[src/rtl/s1_seq_pkg.sv]
// Shared types and constants for the s1 cell-bank sequencer.
package s1_seq_pkg;

    typedef enum logic [1:0] {
        IDLE  = 2'd0,
        CLEAR = 2'd1,
        EVAL  = 2'd2,
        DONE  = 2'd3
    } state_t;

    localparam int CFG_W  = 7;
    localparam int SEL_A0 = 0;
    localparam int SEL_A1 = 1;
    localparam int SEL_B1 = 2;

    typedef struct packed {
        logic [2:0] sel;   // {B1,A1,A0}
        logic [3:0] d;
    } cell_cfg_t;

    // Counter must hold the larger phase length minus one; never narrower than 1 bit.
    function automatic int cnt_width(input int a, input int b);
        int m;
        m = (a > b) ? a : b;
        return (m > 1) ? $clog2(m) : 1;
    endfunction

endpackage

[src/rtl/s1_seq_cfg_bank.sv]
// Per-cell configuration register file with flattened cell_* outputs and
// out-of-range write detection.
module s1_seq_cfg_bank
    import s1_seq_pkg::*;
#(
    parameter int NCELL = 8,
    parameter int IDXW  = 3
) (
    input  logic                 clk,
    input  logic                 clr,
    input  logic                 wr_en,
    input  logic [IDXW-1:0]      wr_idx,
    input  cell_cfg_t            wr_cfg,
    output logic                 cfg_err,
    output logic [4*NCELL-1:0]   cell_d,
    output logic [NCELL-1:0]     cell_a0,
    output logic [NCELL-1:0]     cell_a1,
    output logic [NCELL-1:0]     cell_b1
);

    logic oor;

    // When the index space exactly covers the bank, no index can be out of range.
    generate
        if ((2**IDXW) > NCELL) begin : g_oor
            assign oor = (wr_idx >= IDXW'(NCELL));
        end else begin : g_no_oor
            assign oor = 1'b0;
        end
    endgenerate

    always_ff @(posedge clk or negedge clr) begin
        if (!clr) cfg_err <= 1'b0;
        else      cfg_err <= wr_en & oor;
    end

    generate
        for (genvar i = 0; i < NCELL; i++) begin : g_cell
            logic [CFG_W-1:0] q;

            always_ff @(posedge clk or negedge clr) begin
                if (!clr)                                q <= '0;
                else if (wr_en && wr_idx == IDXW'(i))    q <= wr_cfg;
            end

            assign cell_d[4*i +: 4] = q[3:0];
            assign cell_a0[i]       = q[4+SEL_A0];
            assign cell_a1[i]       = q[4+SEL_A1];
            assign cell_b1[i]       = q[4+SEL_B1];
        end
    endgenerate

endmodule

[src/rtl/s1_seq.sv]
// Sequencer for a bank of s1 cells: clear, evaluate for a fixed number of
// clocks, then capture every cell output into result.
module s1_seq
    import s1_seq_pkg::*;
#(
    parameter int   NCELL           = 8,
    parameter int   IDXW            = 3,
    parameter int   CLR_CYCLES      = 2,
    parameter int   EVAL_CYCLES     = 1,
    parameter logic CELL_CLR_ACTIVE = 1'b0
) (
    input  logic                 clk,
    input  logic                 clr,
    input  logic                 cfg_valid,
    output logic                 cfg_ready,
    input  logic [IDXW-1:0]      cfg_idx,
    input  logic [3:0]           cfg_d,
    input  logic [2:0]           cfg_sel,
    output logic                 cfg_err,
    input  logic                 start,
    output logic                 busy,
    output logic [4*NCELL-1:0]   cell_d,
    output logic [NCELL-1:0]     cell_a0,
    output logic [NCELL-1:0]     cell_a1,
    output logic [NCELL-1:0]     cell_b1,
    output logic [NCELL-1:0]     cell_clr,
    input  logic [NCELL-1:0]     cell_out,
    output logic [NCELL-1:0]     result,
    output logic                 result_valid
);

    localparam int CNTW = cnt_width(CLR_CYCLES, EVAL_CYCLES);

    state_t          state, state_n;
    logic [CNTW-1:0] cnt, cnt_n;
    logic            clr_q, clr_n;
    logic            capture;
    logic            wr_en;
    cell_cfg_t       wr_cfg;

    // Writes are only possible in IDLE, so the cell config is frozen during a run.
    assign wr_en  = cfg_valid & cfg_ready;
    assign wr_cfg = '{sel: cfg_sel, d: cfg_d};

    s1_seq_cfg_bank #(
        .NCELL (NCELL),
        .IDXW  (IDXW)
    ) u_cfg_bank (
        .clk     (clk),
        .clr     (clr),
        .wr_en   (wr_en),
        .wr_idx  (cfg_idx),
        .wr_cfg  (wr_cfg),
        .cfg_err (cfg_err),
        .cell_d  (cell_d),
        .cell_a0 (cell_a0),
        .cell_a1 (cell_a1),
        .cell_b1 (cell_b1)
    );

    always_ff @(posedge clk or negedge clr) begin
        if (!clr) begin
            state  <= IDLE;
            cnt    <= '0;
            clr_q  <= CELL_CLR_ACTIVE;
            result <= '0;
        end else begin
            state <= state_n;
            cnt   <= cnt_n;
            clr_q <= clr_n;
            if (capture) result <= cell_out;
        end
    end

    always_comb begin
        state_n = state;
        cnt_n   = cnt;
        capture = 1'b0;
        case (state)
            IDLE: begin
                if (start) begin
                    state_n = CLEAR;
                    cnt_n   = CNTW'(CLR_CYCLES - 1);
                end
            end
            CLEAR: begin
                if (cnt == '0) begin
                    state_n = EVAL;
                    cnt_n   = CNTW'(EVAL_CYCLES - 1);
                end else begin
                    cnt_n = cnt - 1'b1;
                end
            end
            EVAL: begin
                if (cnt == '0) begin
                    capture = 1'b1;
                    state_n = DONE;
                end else begin
                    cnt_n = cnt - 1'b1;
                end
            end
            DONE:    state_n = IDLE;
            default: state_n = IDLE;
        endcase
        // Registered from next state so cells stay cleared through system reset.
        clr_n = (state_n == CLEAR) ? CELL_CLR_ACTIVE : ~CELL_CLR_ACTIVE;
    end

    assign cfg_ready    = (state == IDLE);
    assign busy         = (state != IDLE);
    assign result_valid = (state == DONE);
    assign cell_clr     = {NCELL{clr_q}};

endmodule
[config.mk]
export PLATFORM = sky130hd
export DESIGN_NAME = s1_seq
export DESIGN_NICKNAME = d
export VERILOG_FILES = /design/src/rtl/s1_seq_pkg.sv /design/src/rtl/s1_seq_cfg_bank.sv /design/src/rtl/s1_seq.sv
export SDC_FILE = /design/constraint.sdc
export NUM_CORES = 1
export LEC_CHECK = 0
export ABC_AREA = 1
export BUFFER_PORTS_ARGS = -buffer_cell sky130_fd_sc_hd__buf_4
export CAP_MARGIN = 20
export CORE_UTILIZATION = 51
export CTS_BUF_LIST = sky130_fd_sc_hd__clkbuf_8
export CTS_CLUSTER_SIZE = 28
export DETAILED_ROUTE_END_ITERATION = 7
export PLACE_DENSITY = 0.82
export SYNTH_ARGS = -nofsm -noshare
export SYNTH_HDL_FRONTEND = slang
export SYNTH_SLANG_ARGS = --single-unit
export TNS_END_PERCENT = 20
[constraint.sdc]
create_clock -name clk -period 1.7 [get_ports clk]
set_input_delay 0.34 -clock clk [delete_from_list [all_inputs] [get_ports clk]]
set_output_delay 0.34 -clock clk [all_outputs]
set_load 0.01 [all_outputs]
Yosys cells after proc, flatten, opt, wreduce, memory -nomap -nowiden
Index checks and enable logic that the tools add are counted.
{ "totals": {"output_inout_bits": 76, "latch_bits": 0, "elab_cells": 50, "mem_count": 0, "regBits": 68, "ramBits": 0, "romBits": 0} }
{ "op_classes": {"n_shift": 0, "mux": 10, "n_addsub": 1, "div": 0, "reduce_logical": 14, "n_eq_ne": 12, "multipliers": 0, "bitwise_logic": 1, "order_cmp": 0} }
{ "op_table": {"columns": ["op", "count"], "rows": [
  ["3-bit == test (second input constant)", 4],
  ["1-bit logical AND", 8],
  ["2-bit case mux with 4 select lines", 1],
  ["3-bit by 2-bit == test with 1-bit output (second input constant)", 2],
  ["2-bit two-way mux", 3],
  ["1-bit two-way mux", 5],
  ["2-bit by 1-bit == test with 1-bit output (second input constant)", 2],
  ["2-bit == test (second input constant)", 2],
  ["2-bit nonzero test", 2],
  ["3-bit by 1-bit == test with 1-bit output (second input constant)", 1],
  ["3-bit zero test", 1],
  ["2-bit zero test", 1],
  ["2-bit by 1-bit inequality test with 1-bit output (second input constant)", 1],
  ["1-bit case mux with 2 select lines", 1],
  ["2-bit AND reduction", 1],
  ["2-bit OR reduction", 1],
  ["1-bit AND", 1],
  ["1-bit subtractor (second input constant)", 1]
]} }

Logic depth before layout (Yosys ltp)
Gate-level depths: netlist (run 1).
{ "depth": {"ltp_word": 4, "depth_mapped": 8, "mapped_depth_nobuf": 7} }

By module
Synthesis (run 1) repeated with hierarchy kept, for this count alone.
{ "unflattened": {"cells_unflattened": 343, "hier_area_um2": 2900.3} }
{ "by_module_without_submodules": {"columns": ["module", "area_each_um2", "instances", "cells_per_inst"], "rows": [
  ["s1_seq_cfg_bank", 2239.6, 1, 264],
  ["s1_seq", 660.6, 1, 79]
]} }

Least setup slack after synthesis (run 1)
OpenSTA, ideal clock, no wires.
{ "synth_timing": {"path_type": "register to register", "startpoint": "register state[0]", "endpoint": "register u_cfg_bank.g_cell[2].q[4]", "slack_ps": 179, "setup_ps": 123, "t_arrival_ps": 1398, "stages_incl_launch_ff": 9, "path_buffers": 1, "t_required_ps": 1577, "path_cell_list": "dfrtp_1 inv_1 ha_1 nand2_2 nor2_2 nand2_1 buf_6 nand2_1 o21ai_2"} }
{ "synth_via": {"elab_chain_cells": 3} }
{ "synth_lines": {"columns": ["item", "line_no", "source"], "rows": [
  ["from (decl)", "s1_seq.sv:34", "state_t state, state_n;"],
  ["from (signal assigned)", "s1_seq.sv:68", "state <= state_n;"],
  ["2-bit zero test", "s1_seq.sv:109", "assign cfg_ready = (state == IDLE);"],
  ["via cfg_ready", "s1_seq.sv:15", "output logic cfg_ready,"],
  ["1-bit AND", "s1_seq.sv:42", "assign wr_en = cfg_valid & cfg_ready;"],
  ["1-bit logical AND", "s1_seq_cfg_bank.sv:43", "else if (wr_en && wr_idx == IDXW'(i)) q <= wr_cfg;"],
  ["to (signal assigned)", "s1_seq_cfg_bank.sv:43", null],
  ["to (decl)", "s1_seq_cfg_bank.sv:39", "logic [CFG_W-1:0] q;"]
]} }
The timed path passes the listed nets, and every way through them passes these cells.
A chain may end at the register's enable or synchronous reset.

Final worst setup path (run 1)
{ "layout_timing": {"startpoint": "register state[1]", "endpoint": "output port busy"} }
{ "layout_via": {"elab_chain_cells": 1} }
{ "layout_lines": {"columns": ["item", "line_no", "source"], "rows": [
  ["2-bit nonzero test", "s1_seq.sv:110", "assign busy = (state != IDLE);"],
  ["to (decl)", "s1_seq.sv:21", "output logic busy,"]
]} }
Every way passes these cells.

==> results of run 1 <==
## cell type report
| cell class | instances | area (sq um) |
|---|---|---|
| sequential | 68 | 1700 |
| fill | 428 | 1510 |
| multi-input combinational | 177 | 830 |
| timing repair buffer | 103 | 788 |
| clock buffer | 10 | 138 |
| tap | 70 | 87.6 |
| inverter | 18 | 67.6 |
| clock inverter | 4 | 20.0 |
## logic make-up (layout without fill, tap and decap cells)
group,after synthesis,after routing,share of synthesized area (%)
flops,68,68,61.9
other cells,1,1,0.136
compound gates,57,57,11.1
buf+inv,36,135,8.37
simple gates,114,114,16.2
fa+ha+maj,5,5,2.28
## per-stage QoR
stage / std cells / util [%]
3_5_place_dp: 432 / 66.7
2_1_floorplan: 281 / -
3_3_place_gp: 432 / 66.7
4_1_cts: 449 / 70.3
5_1_grt: 450 / 70.7
6_report: 450 / 70.7
## what timing repair did
item | CTS | global route
hold endpoints to repair | 34 | 0
setup buffers | 2 | 1
hold buffers | 1 | 0
setup endpoints to repair | 2 | 13
gates resized for setup | 3 | 2
## how the worst min path moves through the flow
stage / startpoint / to / slack [ns] / cells past startpoint
final: cell_out[7] / result[7] / 0.25 / 3
after global routing: cell_out[2] / result[2] / 0.24 / 3
after CTS: cell_out[7] / result[7] / 0.23 / 3
after detailed placement: clr / clr_q / 0.31 / 1
after global placement: clr / clr_q / 0.31 / 1
after floorplan: clr / clr_q / 0.04 / 0
## flip-flops by register name, indices dropped and copies added, names as in the netlist
register,flops
cnt,1
state,2
u_cfg_bank.g_cell.q,56
result,8
clr_q,1
## cell usage in the layout, fill, tap and decap left out, drive strengths merged
cell type	count
buf	102
clkbuf	10
clkinv	2
clkinvlp	1
conb	1
dfrtp	68
dlygate4sd3	1
ha	5
inv	19
nand2	95
nand3	9
nor2	10
o21ai	57
## worst reg2reg max path, stage by stage, from the launching register on
cell     delay, ns
dfrtp_1       0.40
inv_2         0.10
ha_4          0.14
nand2_2       0.07
nor2_2        0.15
nand2_1       0.32
nand2_1       0.19
o21ai_2       0.07
## power by group
| part | internal [uW] | leakage, uW | switching [uW] |
|---|---|---|---|
| clock | 540 | 0.0000866 | 557 |
| sequential | 2430 | 0.000855 | 502 |
| combinational | 1640 | 0.00101 | 1570 |
## per-layer routing
layer | global-route usage, % | part of all wire [%]
met5 | 0 | 0
met4 | 8.64 | 0.28
met3 | 8.07 | 8.1
met2 | 37.8 | 48
met1 | 31.7 | 44
==> impl_results.md, run 1 <==
* Delay-heaviest family, CP: buffers and inverters
* Pins over their slew limit at 0
* Final worst-path cycle share at 94.9%
* Initial Util at 53.5%
* Synth Cell Area at 2750 sq um
* Yosys top cell by area: dfrtp_1
* Vias in the first global route at 1979
* Final std cell area, no fill at 3630 sq um
* Boundary Pins at 98
* DRT Pass-1 Iters at 4
* Capturing point of the worst reg2reg path: u_cfg_bank.g_cell[2].q[6]
* Worst path bufs/invs at 4
* CTS Sinks at 68
* CTS H-tree lvls at 3
* Post-synth EDFFs at 0
* Worst Skew at 0.00711 ns
* VDD IR max at 0.00108 V
* Setup TNS at 0 ns
* Placer congestion estimate at 0.899
* Max_cap viols at 0
* Mapped Nets at 308
* Stages on the worst setup path at 5
* Synth Warn # at 0
* Die Ht at 75.4 um
* Main synth FF type: dfrtp_1
* Post-Syn Instances at 281
* Vias per cell at 4.95
* Initial drt markers at 152
* Total congestion overflow at 0
* Dpl ws at 0.0238 ns
* CP endpoint kind: output port
* Fin. Hold Viols at 0
* Pwr dens at around 2000 nW/um^2
* Critical-path cell list: inv_2 > ha_4 > buf_4 > inv_2 > buf_4
* Top post-synthesis cells by count: nand2_1 (94), dfrtp_1 (68), o21ai_1 (51), inv_1 (17)
* Minimum clock period at around 1.6 ns
* Initial antenna violation count at 0
* Crit Path Category: flop to output port
* Syn avg cell area at between 9 and 10 sq um
* Die Area at 5690 sq um
* Hold_ws at between 0.2 and 0.25 ns
* Pleak at 0.00195 uW
* Core Box Area at 5140 sq um
* # setup viols final at 0
* RSZ-0062 raised after global routing: no
* # port buffers at 96
* Total length of routed wires at ~6400 um
* Nets@finish at 404
* Worst reg-to-reg path cell count at 7
* Cts bufs inserted at 9
* Die width at 75.4 um
* Number of antenna diodes at 0
* Worst hold path class: input pin to flop
* Std-Cell Rows at 26
* Top cell type's share of synthesized area at 61.9%
* Arr. time, crit path at approximately 1.3 ns
* CP max FO at 5
* Clk_lat worst skew at 0.33 ns
* Synth top area cells: dfrtp_1 (62%), nand2_1 (13%), o21ai_1 (9.3%)
* Final antenna-violating net count at 0
* F_max at 620 MHz
* Req. time, crit path at approximately 1.4 ns
* Largest net degree at the start of global routing at 36
* Bufs on Longest Clock Path at 2
* Clock transition at path regs at 0.07 ns
* Number of library cell types mapped by synthesis at 16
* Gr usage total at between 20% and 30%
* Drt drc at 0
* Sequential fraction of the synthesis area at roughly three fifths
* Post-synthesis register bit count at 68
* PnR worst setup slack at between 0.08 and 0.09 ns
* Area grow syn2layout at 32.1%
* Tot Pwr at 7230 uW
* Critical Path Start: state[1]
* Startpoint types: flop
* Root Driver: clkbuf_8
* DP Area at 3430 sq um
* Post-synth ARST share at 100%
* CTS tree: done
* Most frequent cell after synthesis: nand2_1
* Slowest CP cell: dfrtp_1
* FF-to-FF Start: state[1]
* Share of cells above drive strength 1 at 33.2%
* First-pass GRT wire length at 9740 um
* Slowest stage delay, CP at roughly 0.40 ns
* Post-DP HPWL at 4450 um
* Reg2reg setup slack at 0.15 ns
* Drt wl/cell at 14.3 um
* Vias at 2226
* Crit path capture: busy
* Status: finished, final reports clean
Note: power is estimated with default switching activity, not from simulation.
==> run 2: changes to the inputs <==
--- a/config.mk
+++ b/config.mk
@@ -5,14 +5,13 @@
 export SDC_FILE = /design/constraint.sdc
 export NUM_CORES = 1
 export LEC_CHECK = 0
-export ABC_AREA = 1
 export BUFFER_PORTS_ARGS = -buffer_cell sky130_fd_sc_hd__buf_4
 export CAP_MARGIN = 20
 export CORE_UTILIZATION = 51
 export CTS_BUF_LIST = sky130_fd_sc_hd__clkbuf_8
 export CTS_CLUSTER_SIZE = 28
 export DETAILED_ROUTE_END_ITERATION = 7
-export PLACE_DENSITY = 0.82
+export PLACE_DENSITY = 0.86
 export SYNTH_ARGS = -nofsm -noshare
 export SYNTH_HDL_FRONTEND = slang
 export SYNTH_SLANG_ARGS = --single-unit
==> impl_results.md, run 2 <==
* Core Util, Final at between 70% and 80%
* # setup viols final at 0
* Most frequent cell after synthesis: dfrtp_1
* DRT Pass-1 Iters at 4
* Initial drt markers at 58
* Status: finished, final reports clean
* Vias in the first global route at between 1500 and 2000
* Drt drc at 0
* Final antenna-violating net count at 0
* Pwr dens at 1920 nW/um^2
* # port buffers at 96
* Hold Crit Start: cell_out[5]
* Worst reg-to-reg path cell count at 7
* CP max FO at 6
* Largest net degree at the start of global routing at 34
* Root Driver: clkbuf_8
* Critical-path cell list: inv_2 > ha_4 > buf_4 > inv_1 > buf_4
* Die Ht at between 70 and 80 um
* Pins over their slew limit at 0
* Multi-input logic area at 995 sq um
* Vias per cell at approximately 5.0
* Largest register by flop count: u_cfg_bank.g_cell.q
* Drt wl/cell at 16.7 um
* Post-synthesis register bit count at between 60 and 70
* Post-Syn Instances at 179
* F_max at 608 MHz
* Tot Pwr at 7450 uW
* Layout fillers at 335
* Initial Util at 53.6%
* Die width at approximately 76 um
* Top post-synthesis cells by count: dfrtp_1 (68), mux2_2 (51), buf_4 (9), mux2_4 (7)
* Top cell type's share of synthesized area at 61.4%
* Startpoint types: flop
* Fin. Hold Viols at 0
* Max reg flops at 56
* Number of library cell types mapped by synthesis at 23
* First-pass GRT wire length at 9300 um
* Number of antenna diodes at 0
* VDD IR max at 0.00102 V
* Setup TNS at 0 ns
* Mapped Nets at ~210
* Std-Cell Rows at 26
* Clock transition at path regs at 0.07 ns
* Minimum clock period at 1.65 ns
* Yosys top cell by area: dfrtp_1
* Synth Warn # at 0
* Max_cap viols at 0
* Slowest stage delay, CP at 0.39 ns
* CTS tree: done
* Nets@finish at 316
* Slowest CP cell: dfrtp_1
* CP endpoint kind: output port
* Clk_lat worst skew at approximately 0.33 ns
* Syn avg cell area at 15.5 sq um
* Capturing point of the worst reg2reg path: u_cfg_bank.g_cell[4].q[1]
* CTS H-tree lvls at 3
* Total length of routed wires at roughly 6100 um
* Hold worst-path end: result[5]
* Final worst-path cycle share at 96.8%
* Core Box Area at 5170 sq um
* Biggest regs: u_cfg_bank.g_cell.q: 56 flops, result: 8 flops, state: 2 flops
* Main synth FF type: dfrtp_1
* Share of cells above drive strength 1 at 65.5%
* Arr. time, crit path at 1.31 ns
* Worst hold path class: input pin to flop
* Reg2reg setup slack at 0.08 ns
* Sequential fraction of the synthesis area at about three fifths
* FF-to-FF Start: state[1]
* Vias at 1807
* Post-synth ARST share at 100%
* Worst Skew at ~0.0060 ns
* Total congestion overflow at 0
* Sequential Area at 1700 sq um
* Cts bufs inserted at 9
* RSZ-0062 raised after global routing: yes
* Pleak at ~0.0019 uW
* Post-synth EDFFs at 0
* Initial antenna violation count at 0
* Post-DP HPWL at 4400 um
* Die Area at 5740 sq um
* Gr usage total at 23.2%
* Hold Path Stages at 2
* Area grow syn2layout at 39.8%
* Synth Cell Area at 2770 sq um
* Req. time, crit path at between 1 and 1.5 ns
* Synth top area cells: dfrtp_1 (61%), mux2_2 (21%), mux2_4 (3.8%)
* Boundary Pins at 98
* Placer congestion estimate at 0.921
* Crit Path Category: flop to output port
* Most common cell after layout, fill and taps aside: buf_4
* CP dominant cell by count: buf_4
* Commonest non-fill, non-tap cells in the layout: buf_4 (105), dfrtp_1 (68), mux2_2 (51)
* CTS Sinks at 68
* Setup Fix Bufs, Post-CTS at 0
* Bufs on Longest Clock Path at 2
-- run 2: worst max path at each step --
| stage | startpoint | endpoint | slack [ns] | cells after the start |
|---|---|---|---|---|
| 3_3_place_gp | state[0] | u_cfg_bank.g_cell[0].q[6] | 0.06 | 5 |
| 5_1_grt | state[0] | busy | -0.002 | 5 |
| 4_1_cts | state[1] | u_cfg_bank.g_cell[2].q[4] | 0.02 | 5 |
| 6_report | state[1] | busy | 0.05 | 5 |
| 2_1_floorplan | state[1] | u_cfg_bank.g_cell[0].q[0] | -0.04 | 6 |
| 3_5_place_dp | state[1] | u_cfg_bank.g_cell[0].q[1] | -0.0009 | 5 |
-- run 2: cells by family (layout without fill, tap and decap cells) --
kind of cell               Yosys count  count (layout)  share of synthesized area (%)
DFF                                 68              68                           61.4
muxes                               64              64                           26.9
and+or+nand+nor                     18              18                           3.97
buffers and inverters               15             129                           3.56
AOI/OAI and AO/OA                    8               8                           1.76
adders and majority gates            5               5                           2.26
other                                1               1                          0.135
-- run 2: per-stage QoR --
stage          hold WS [ns]  setup slack (ns)  area, sq um  cells
6_report              0.242            0.0548         3880    363
2_1_floorplan        0.0444           -0.0424         2790    179
3_5_place_dp          0.314         -0.000874         3670    347
4_1_cts               0.230            0.0157         3870    363
5_1_grt               0.240          -0.00185         3880    363
3_3_place_gp          0.305            0.0636         3670    347
-- run 2: metal layers --
metal / global-route usage [%] / wire length [um] / vias to the layer above
met3: 4.23 / 254 / 11
met2: 38.1 / 3090 / 56
li1: - / - / 840
met1: 29.5 / 2600 / 900
met4: 12.3 / 125 / 0
met5: 0 / 0 / -
-- run 2: layout make-up --
type / instances / area share (%)
Timing Repair Buffer: 111 / 23.2
Sequential cell: 68 / 43.9
Tap cell: 70 / 2.26
Inverter: 3 / 0.290
Clock inverter: 5 / 1.19
Clock buffer: 10 / 3.55
Multi-Input combinational cell: 96 / 25.7
-- run 2: repair_timing --
action                                  4_1_cts  5_1_grt
gates resized for setup                       1        1
hold buffers                                  1        0
endpoints found under the setup margin        7        8
hold endpoints to repair                     31        0
-- run 2: power by group --
| group | switching (uW) | internal, uW | total, uW |
|---|---|---|---|
| clock network | 547 | 691 | 1240 |
| registers | 466 | 2440 | 2910 |
| logic | 1350 | 1960 | 3300 |
-- run 2: critical path: cells and delay by family, from the launching register on --
family / cells / cell delay (ns)
buf+inv: 4 / 0.43
fa+ha+maj: 1 / 0.15
flops: 1 / 0.39
